### src/rtl/mem_arbiter_if.sv
// mem_arbiter_if
//   Bundles the two requester ports (CPU and DMA/loader), their grant/done
//   returns, and the memory-side bus of the arbiter.
//   modport slave  : the arbiter. Requests and data_bus_in come in; grants,
//                    done pulses, rdata and the memory strobes/bus go out.
//   modport master : the surrounding system (requesters plus memory), which
//                    is the mirror image of the slave modport.
interface mem_arbiter_if;
  // CPU requester
  logic       cpu_req;
  logic       cpu_wr;
  logic [5:0] cpu_adr;
  logic [7:0] cpu_wdata;
  logic       cpu_gnt;
  logic       cpu_done;
  // DMA / loader requester
  logic       dma_req;
  logic       dma_wr;
  logic [5:0] dma_adr;
  logic [7:0] dma_wdata;
  logic       dma_gnt;
  logic       dma_done;
  // read data returned to whichever requester was granted
  logic [7:0] rdata;
  // memory side
  logic [5:0] adr_bus;
  logic       rd_mem;
  logic       wr_mem;
  logic [7:0] data_bus_out;
  logic [7:0] data_bus_in;

  modport slave (
    input  cpu_req, cpu_wr, cpu_adr, cpu_wdata,
    input  dma_req, dma_wr, dma_adr, dma_wdata,
    input  data_bus_in,
    output cpu_gnt, cpu_done, dma_gnt, dma_done,
    output rdata, adr_bus, rd_mem, wr_mem, data_bus_out
  );

  modport master (
    output cpu_req, cpu_wr, cpu_adr, cpu_wdata,
    output dma_req, dma_wr, dma_adr, dma_wdata,
    output data_bus_in,
    input  cpu_gnt, cpu_done, dma_gnt, dma_done,
    input  rdata, adr_bus, rd_mem, wr_mem, data_bus_out
  );
endinterface

### src/rtl/mem_arbiter.sv
// mem_arbiter
//   Two-requester (CPU, DMA) arbiter in front of a single-ported memory.
//   One access at a time: IDLE -> ACCESS (MEM_LAT cycles of rd_mem/wr_mem)
//   -> DONE (one-cycle done pulse) -> IDLE. Contention is resolved
//   round-robin against the requester granted last; after reset the DMA
//   counts as "granted last", so the CPU wins the first contended round.
//   Every output is a flop.
// Ports
//   clk   : sole clock, rising edge
//   reset : synchronous, active-high
//   bus   : mem_arbiter_if.slave (requester inputs, gnt/done/rdata,
//           memory address/strobes/write data, memory read data)
// Parameter
//   MEM_LAT : cycles the strobe is held per access, 1..4
module mem_arbiter #(
  parameter int MEM_LAT = 1
) (
  input  logic         clk,
  input  logic         reset,
  mem_arbiter_if.slave bus
);

  localparam logic [1:0] IDLE     = 2'd0;
  localparam logic [1:0] ACCESS   = 2'd1;
  localparam logic [1:0] DONE     = 2'd2;
  localparam logic [1:0] LAST_CNT = 2'(MEM_LAT - 1);

  logic [1:0] state;
  logic [1:0] cnt;
  logic       last_dma;

  logic       cpu_gnt;
  logic       dma_gnt;
  logic       cpu_done;
  logic       dma_done;
  logic       rd_mem;
  logic       wr_mem;
  logic [5:0] adr_bus;
  logic [7:0] data_bus_out;
  logic [7:0] rdata;

  logic       any_req;
  logic       pick_dma;
  logic       win_wr;
  logic [5:0] win_adr;
  logic [7:0] win_wdata;

  // Winner selection for the IDLE cycle. A lone request wins outright;
  // with both pending, the requester that was not granted last wins.
  always_comb begin
    any_req  = bus.cpu_req | bus.dma_req;
    pick_dma = bus.dma_req;
    if (bus.cpu_req && bus.dma_req) begin
      pick_dma = ~last_dma;
    end
    win_wr    = pick_dma ? bus.dma_wr    : bus.cpu_wr;
    win_adr   = pick_dma ? bus.dma_adr   : bus.cpu_adr;
    win_wdata = pick_dma ? bus.dma_wdata : bus.cpu_wdata;
  end

  // The strobe/address/data flops double as the latched copy of the
  // winner's request: they are loaded at the grant edge and held untouched
  // for the whole ACCESS phase, so requester inputs are ignored until IDLE.
  always_ff @(posedge clk) begin
    if (reset) begin
      state        <= IDLE;
      cnt          <= 2'd0;
      last_dma     <= 1'b1;
      cpu_gnt      <= 1'b0;
      dma_gnt      <= 1'b0;
      cpu_done     <= 1'b0;
      dma_done     <= 1'b0;
      rd_mem       <= 1'b0;
      wr_mem       <= 1'b0;
      adr_bus      <= 6'd0;
      data_bus_out <= 8'd0;
      rdata        <= 8'd0;
    end else begin
      case (state)
        IDLE: begin
          if (any_req) begin
            state        <= ACCESS;
            cnt          <= 2'd0;
            last_dma     <= pick_dma;
            cpu_gnt      <= ~pick_dma;
            dma_gnt      <= pick_dma;
            rd_mem       <= ~win_wr;
            wr_mem       <= win_wr;
            adr_bus      <= win_adr;
            data_bus_out <= win_wr ? win_wdata : 8'd0;
          end
        end

        ACCESS: begin
          if (cnt == LAST_CNT) begin
            // Edge ending the last strobe cycle: memory read data is valid
            // now, so this is the only capture point for rdata.
            state        <= DONE;
            rd_mem       <= 1'b0;
            wr_mem       <= 1'b0;
            adr_bus      <= 6'd0;
            data_bus_out <= 8'd0;
            cpu_done     <= cpu_gnt;
            dma_done     <= dma_gnt;
            if (rd_mem) begin
              rdata <= bus.data_bus_in;
            end
          end else begin
            cnt <= cnt + 2'd1;
          end
        end

        DONE: begin
          // Unconditional return; a request still held is re-arbitrated
          // from IDLE on the following edge.
          state    <= IDLE;
          cpu_gnt  <= 1'b0;
          dma_gnt  <= 1'b0;
          cpu_done <= 1'b0;
          dma_done <= 1'b0;
        end

        default: begin
          state        <= IDLE;
          cpu_gnt      <= 1'b0;
          dma_gnt      <= 1'b0;
          cpu_done     <= 1'b0;
          dma_done     <= 1'b0;
          rd_mem       <= 1'b0;
          wr_mem       <= 1'b0;
          adr_bus      <= 6'd0;
          data_bus_out <= 8'd0;
        end
      endcase
    end
  end

  assign bus.cpu_gnt      = cpu_gnt;
  assign bus.dma_gnt      = dma_gnt;
  assign bus.cpu_done     = cpu_done;
  assign bus.dma_done     = dma_done;
  assign bus.rd_mem       = rd_mem;
  assign bus.wr_mem       = wr_mem;
  assign bus.adr_bus      = adr_bus;
  assign bus.data_bus_out = data_bus_out;
  assign bus.rdata        = rdata;

endmodule

### src/flat_wrapper.sv
// flat-port wrapper written by rule: the top's interface ports become plain ports
module mem_arbiter_flat 
#(
  parameter int MEM_LAT = 1
)
  (clk, reset, bus_cpu_req, bus_cpu_wr, bus_cpu_adr, bus_cpu_wdata, bus_dma_req, bus_dma_wr, bus_dma_adr, bus_dma_wdata, bus_data_bus_in, bus_cpu_gnt, bus_cpu_done, bus_dma_gnt, bus_dma_done, bus_rdata, bus_adr_bus, bus_rd_mem, bus_wr_mem, bus_data_bus_out);
  mem_arbiter_if bus_i ();
  input  logic clk;
  input  logic reset;
  input wire logic [$bits(bus_i.cpu_req)-1:0] bus_cpu_req;
  input wire logic [$bits(bus_i.cpu_wr)-1:0] bus_cpu_wr;
  input wire logic [$bits(bus_i.cpu_adr)-1:0] bus_cpu_adr;
  input wire logic [$bits(bus_i.cpu_wdata)-1:0] bus_cpu_wdata;
  input wire logic [$bits(bus_i.dma_req)-1:0] bus_dma_req;
  input wire logic [$bits(bus_i.dma_wr)-1:0] bus_dma_wr;
  input wire logic [$bits(bus_i.dma_adr)-1:0] bus_dma_adr;
  input wire logic [$bits(bus_i.dma_wdata)-1:0] bus_dma_wdata;
  input wire logic [$bits(bus_i.data_bus_in)-1:0] bus_data_bus_in;
  output wire logic [$bits(bus_i.cpu_gnt)-1:0] bus_cpu_gnt;
  output wire logic [$bits(bus_i.cpu_done)-1:0] bus_cpu_done;
  output wire logic [$bits(bus_i.dma_gnt)-1:0] bus_dma_gnt;
  output wire logic [$bits(bus_i.dma_done)-1:0] bus_dma_done;
  output wire logic [$bits(bus_i.rdata)-1:0] bus_rdata;
  output wire logic [$bits(bus_i.adr_bus)-1:0] bus_adr_bus;
  output wire logic [$bits(bus_i.rd_mem)-1:0] bus_rd_mem;
  output wire logic [$bits(bus_i.wr_mem)-1:0] bus_wr_mem;
  output wire logic [$bits(bus_i.data_bus_out)-1:0] bus_data_bus_out;
  assign bus_i.cpu_req = bus_cpu_req;
  assign bus_i.cpu_wr = bus_cpu_wr;
  assign bus_i.cpu_adr = bus_cpu_adr;
  assign bus_i.cpu_wdata = bus_cpu_wdata;
  assign bus_i.dma_req = bus_dma_req;
  assign bus_i.dma_wr = bus_dma_wr;
  assign bus_i.dma_adr = bus_dma_adr;
  assign bus_i.dma_wdata = bus_dma_wdata;
  assign bus_i.data_bus_in = bus_data_bus_in;
  assign bus_cpu_gnt = bus_i.cpu_gnt;
  assign bus_cpu_done = bus_i.cpu_done;
  assign bus_dma_gnt = bus_i.dma_gnt;
  assign bus_dma_done = bus_i.dma_done;
  assign bus_rdata = bus_i.rdata;
  assign bus_adr_bus = bus_i.adr_bus;
  assign bus_rd_mem = bus_i.rd_mem;
  assign bus_wr_mem = bus_i.wr_mem;
  assign bus_data_bus_out = bus_i.data_bus_out;
  mem_arbiter #(.MEM_LAT(MEM_LAT)) u_core (.clk(clk), .reset(reset), .bus(bus_i));
endmodule
### config.mk
export PLATFORM = sky130hd
export DESIGN_NAME = mem_arbiter_flat
export DESIGN_NICKNAME = d
export VERILOG_FILES = /design/src/rtl/mem_arbiter_if.sv /design/src/rtl/mem_arbiter.sv /design/src/flat_wrapper.sv
export SDC_FILE = /design/constraint.sdc
export NUM_CORES = 1
export LEC_CHECK = 0
export BUFFER_PORTS_ARGS = -buffer_cell sky130_fd_sc_hd__clkbuf_2
export CAP_MARGIN = 20
export CORE_MARGIN = 1
export CORE_UTILIZATION = 38
export DETAILED_ROUTE_END_ITERATION = 10
export GPL_TIMING_DRIVEN = 0
export PLACE_DENSITY = 0.66
export SLEW_MARGIN = 10
export SYNTH_ARGS = -nofsm -noshare
export SYNTH_HDL_FRONTEND = slang
export SYNTH_SLANG_ARGS = --single-unit
### constraint.sdc
create_clock -name clk -period 2.1 [get_ports clk]
set_clock_uncertainty 0.05 [all_clocks]
set_input_delay 0.315 -clock clk [delete_from_list [all_inputs] [get_ports clk]]
set_output_delay 0.315 -clock clk [all_outputs]
set_load 0.01 [all_outputs]
==> impl_metrics.xml <==
<?xml version="1.0" encoding="UTF-8"?>
<metrics>
  <group name="outcome">
    <metric name="outcome" unit="">complete, no violations</metric>
  </group>
  <group name="critical_path">
    <metric name="setup.worst_path.class" unit="">flip-flop to flip-flop</metric>
    <metric name="r2r_start" unit="">u_core.cnt[0]</metric>
    <metric name="r2r_slack" unit="ps">350</metric>
    <metric name="worst_path_arrival" unit="ps">1900</metric>
    <metric name="worst-path-max-fanout" unit="">10</metric>
    <metric name="setup.worst_path.end_class" unit="">flip-flop</metric>
    <metric name="worstSetupStartpointType" unit="">flip-flop</metric>
    <metric name="critical_path_cell_by_cell" unit="">inv_1 -&gt; ha_1 -&gt; clkbuf_1 -&gt; o21a_1 -&gt; a21o_4 -&gt; buf_6 -&gt; a311oi_2</metric>
    <metric name="cp_peak_stage_delay" unit="ps">340</metric>
    <metric name="critical_register_to_register_path_endpoint" unit="">u_core.bus.adr_bus[5]</metric>
    <metric name="worst-endpoint-required" unit="ps">2250</metric>
    <metric name="worstRegToRegCells" unit="">7</metric>
    <metric name="critPathLaunch" unit="">u_core.cnt[0]</metric>
    <metric name="critPathSlowestCell" unit="">sky130_fd_sc_hd__dfxtp_1</metric>
  </group>
  <group name="layout">
    <metric name="finish.instance_area" unit="mm²">0.002115</metric>
    <metric name="sequential_cell_area" unit="µm²">660.6</metric>
    <metric name="area_growth_syn_to_layout" unit="%">31.31</metric>
    <metric name="antenna_cells_inserted" unit="">0</metric>
    <metric name="nNetsFinal" unit="">294</metric>
    <metric name="drive_above_1_share" unit="%">36.11</metric>
    <metric name="fillers" unit="">410</metric>
    <metric name="combined_area_of_the_multi_input_logic_cells" unit="µm²">842.1</metric>
  </group>
  <group name="grt">
    <metric name="grt_pass1_wl" unit="µm">6134</metric>
    <metric name="grt_antenna_before_repair" unit="">0</metric>
    <metric name="grt_max_degree" unit="">11</metric>
    <metric name="track_usage" unit="%">18.15</metric>
    <metric name="overflow" unit="">0</metric>
    <metric name="grt_pass1_vias" unit="">1383</metric>
  </group>
  <group name="routing">
    <metric name="drt_first_iter_violations" unit="">49</metric>
    <metric name="routedWlPerCell" unit="µm">12.54</metric>
    <metric name="finalWirelength" unit="µm">3786</metric>
    <metric name="num_vias" unit="">1533</metric>
    <metric name="route.detailed.vias_per_inst" unit="">5.076</metric>
    <metric name="route.antenna.remaining_nets" unit="">0</metric>
    <metric name="drcViolationCount" unit="">0</metric>
    <metric name="drt_first_pass_iters" unit="">4</metric>
  </group>
  <group name="yosys">
    <metric name="yosys-top-cells-count" unit="">33 x sky130_fd_sc_hd__dfxtp_1, 19 x sky130_fd_sc_hd__nand2_1, 13 x sky130_fd_sc_hd__nand2b_1, 12 x sky130_fd_sc_hd__nand3_1</metric>
    <metric name="synth_top_flop_cell" unit="">sky130_fd_sc_hd__dfxtp_1</metric>
    <metric name="share_of_the_yosys_chip_area_belonging_to_registers" unit="%">41.03</metric>
    <metric name="synthDominantCellAreaShare" unit="%">41.03</metric>
    <metric name="synth_cell_types" unit="">41</metric>
    <metric name="yosys-top-cells-area" unit="">sky130_fd_sc_hd__dfxtp_1 41%, sky130_fd_sc_hd__mux2i_1 6.2%, sky130_fd_sc_hd__nand2b_1 5.1%, sky130_fd_sc_hd__o32ai_1 4.9%, sky130_fd_sc_hd__nand2_1 4.4%</metric>
    <metric name="netlist_area" unit="mm²">0.001610</metric>
    <metric name="synth_enable_flop_cells" unit="">0</metric>
    <metric name="synth_async_sr_flop_share" unit="%">0</metric>
    <metric name="synthesis.area_per_instance" unit="µm²">9.149</metric>
    <metric name="yosysWarningCount" unit="">0</metric>
    <metric name="postSynthNetCount" unit="">219</metric>
    <metric name="netlist_instances" unit="">176</metric>
    <metric name="synth_seq_cells" unit="">33</metric>
    <metric name="post-synth-top-count-cell" unit="">sky130_fd_sc_hd__dfxtp_1</metric>
    <metric name="yosysTopAreaCell" unit="">sky130_fd_sc_hd__dfxtp_1</metric>
  </group>
  <group name="clocking">
    <metric name="postCtsResizedCells" unit="">0</metric>
    <metric name="post-cts-setup-buffer-count" unit="">0</metric>
    <metric name="clock_tree.htree_level_count" unit="">2</metric>
    <metric name="clock_sinks" unit="">33</metric>
    <metric name="max-clock-path-buffers" unit="">2</metric>
    <metric name="cts_hold_buffers" unit="">0</metric>
    <metric name="numCtsBuffers" unit="">5</metric>
    <metric name="tritoncts" unit="">built</metric>
    <metric name="path_clk_slew" unit="ps">70</metric>
    <metric name="clockRootBuffer" unit="">sky130_fd_sc_hd__clkbuf_8</metric>
    <metric name="insertion_delay_to_the_later_sink_of_the_worst_skew_pair" unit="ps">280</metric>
  </group>
  <group name="floorplan">
    <metric name="i_o_pin_cnt" unit="">70</metric>
    <metric name="core_area" unit="mm²">0.004029</metric>
    <metric name="effective_utilization_at_floorplan" unit="%">39.97</metric>
    <metric name="chipHeight" unit="µm">67.10</metric>
    <metric name="rows" unit="">23</metric>
    <metric name="die_w" unit="µm">67.10</metric>
    <metric name="die_area" unit="mm²">0.004502</metric>
  </group>
  <group name="hold_path">
    <metric name="min-delay-path-class" unit="">input port to flip-flop</metric>
    <metric name="timing.hold.worst_path_depth" unit="">3</metric>
    <metric name="hold_end" unit="">u_core.bus.rdata[7]</metric>
    <metric name="timing.hold.worst.start" unit="">bus_data_bus_in[7]</metric>
  </group>
  <group name="timing">
    <metric name="setup_viol" unit="">0</metric>
    <metric name="final_max_slew_viol_count" unit="">0</metric>
    <metric name="unrepaired_setup_endpoints_after_global_routing" unit="">false</metric>
    <metric name="timing.fmax" unit="MHz">571.6</metric>
    <metric name="worst_slew_margin_rel" unit="%">51.03</metric>
    <metric name="final.min_clock_period" unit="ps">1749</metric>
    <metric name="final_setup_tns" unit="ps">0</metric>
    <metric name="post-route-period-util" unit="%">83.31</metric>
    <metric name="hold_violations" unit="">0</metric>
    <metric name="timing_worst_slew_pin_value" unit="ps">734.5</metric>
  </group>
  <group name="place">
    <metric name="gp_congestion" unit="">0.7499</metric>
    <metric name="place_area" unit="mm²">0.002013</metric>
    <metric name="io_buffer_count" unit="">68</metric>
    <metric name="dp.final_hpwl" unit="µm">2754</metric>
  </group>
  <group name="power_and_ir_drop">
    <metric name="p_leak" unit="nW">0.9406</metric>
    <metric name="power_density" unit="mW/mm²">755.0</metric>
    <metric name="peakVddDrop" unit="µV">289.8</metric>
  </group>
  <group name="run">
    <metric name="maxCapViolCount" unit="">0</metric>
  </group>
</metrics>
-- stage by stage --
stage | setup slack [ps] | power [W] | instances | utilization, % | hold WS, ps
finish | 350.6 | 0.001596 | 302 | 52.48 | 198.8
global route | 251.6 | 0.001688 | 302 | 52.48 | 209.1
CTS | 351.4 | 0.001613 | 302 | 52.48 | 193.9
floorplan | 536.8 | 0.0009547 | 176 | - | 399.7
global placement | 383.8 | 0.001086 | 294 | 49.97 | 392.8
detailed placement | 365.1 | 0.001088 | 294 | 49.97 | 397.8
-- flip-flops by register name, indices dropped and copies added, names as in the netlist --
signal and count:
u_core.bus.data_bus_out 8, u_core.bus.cpu_gnt 1, u_core.bus.dma_done 1, u_core.cnt 2, u_core.bus.adr_bus 6, u_core.bus.rdata 8, u_core.last_dma 1, u_core.state 2
u_core.bus.wr_mem 1, u_core.bus.cpu_done 1, u_core.bus.dma_gnt 1, u_core.bus.rd_mem 1
-- cell families after synthesis --
group | after synthesis | synth area share, %
AO/OA/AOI/OAI | 45 | 21.60
adder cells (fa/ha/maj) | 1 | 0.7769
buffers and inverters | 18 | 6.681
flip-flops | 33 | 41.03
multiplexers | 10 | 6.216
AND/OR/NAND/NOR | 69 | 23.70
-- cells in the final DEF (no fill, tap or decap), drive strengths merged, types with 2 or more instances in the layout --
cell	instances
or2	2
mux2i	10
and2	8
a211oi	6
a21oi	10
nand3	12
o32ai	9
nand2b	13
nor3b	2
o21ai	2
a21o	3
dfxtp	33
buf	9
inv	4
nor3	6
clkbuf	80
nand4b	2
nand2	19
a311oi	7
-- where the power goes --
part	switching (W)	internal, W
sequential	0.0000341	0.000676
combinational	0.000192	0.000170
clock	0.000229	0.000296
total	0.000455	0.00114
-- worst max-delay path, delay by kind of cell (launching register included) --
| family | cells | cell delay [ps] |
|---|---|---|
| AO/OA/AOI/OAI | 3 | 720 |
| buffers and inverters | 3 | 370 |
| flip-flops | 1 | 340 |
| adder cells (fa/ha/maj) | 1 | 180 |
-- layer usage --
metal | vias to the layer above | wire [µm] | GRT usage (%)
li1 | 799 | - | -
met1 | 678 | 1830 | 22.44
met2 | 52 | 1699 | 29.50
met3 | 4 | 232 | 6.336
met4 | 0 | 24 | 4.787
met5 | - | 0 | 0
-- how the worst max path moves through the flow --
stage | endpoint | depth (start not counted)
4_1_cts | u_core.bus.adr_bus[5] | 7
6_report | u_core.bus.adr_bus[5] | 7
2_1_floorplan | u_core.bus.adr_bus[5] | 7
3_5_place_dp | u_core.bus.adr_bus[5] | 7
3_3_place_gp | u_core.bus.adr_bus[5] | 7
5_1_grt | u_core.bus.adr_bus[5] | 7
-- layout make-up --
cell class                      instances  area share [%]
Clock buffer                            7           4.556
Timing Repair Buffer                   68           16.09
Buffer                                 14           4.379
Multi-Input combinational cell        125           39.82
Inverter                                4          0.7101
Clock inverter                          1          0.2367
Tap cell                               50           2.959
Sequential cell                        33           31.24
Note: power is estimated with default switching activity, not from simulation.
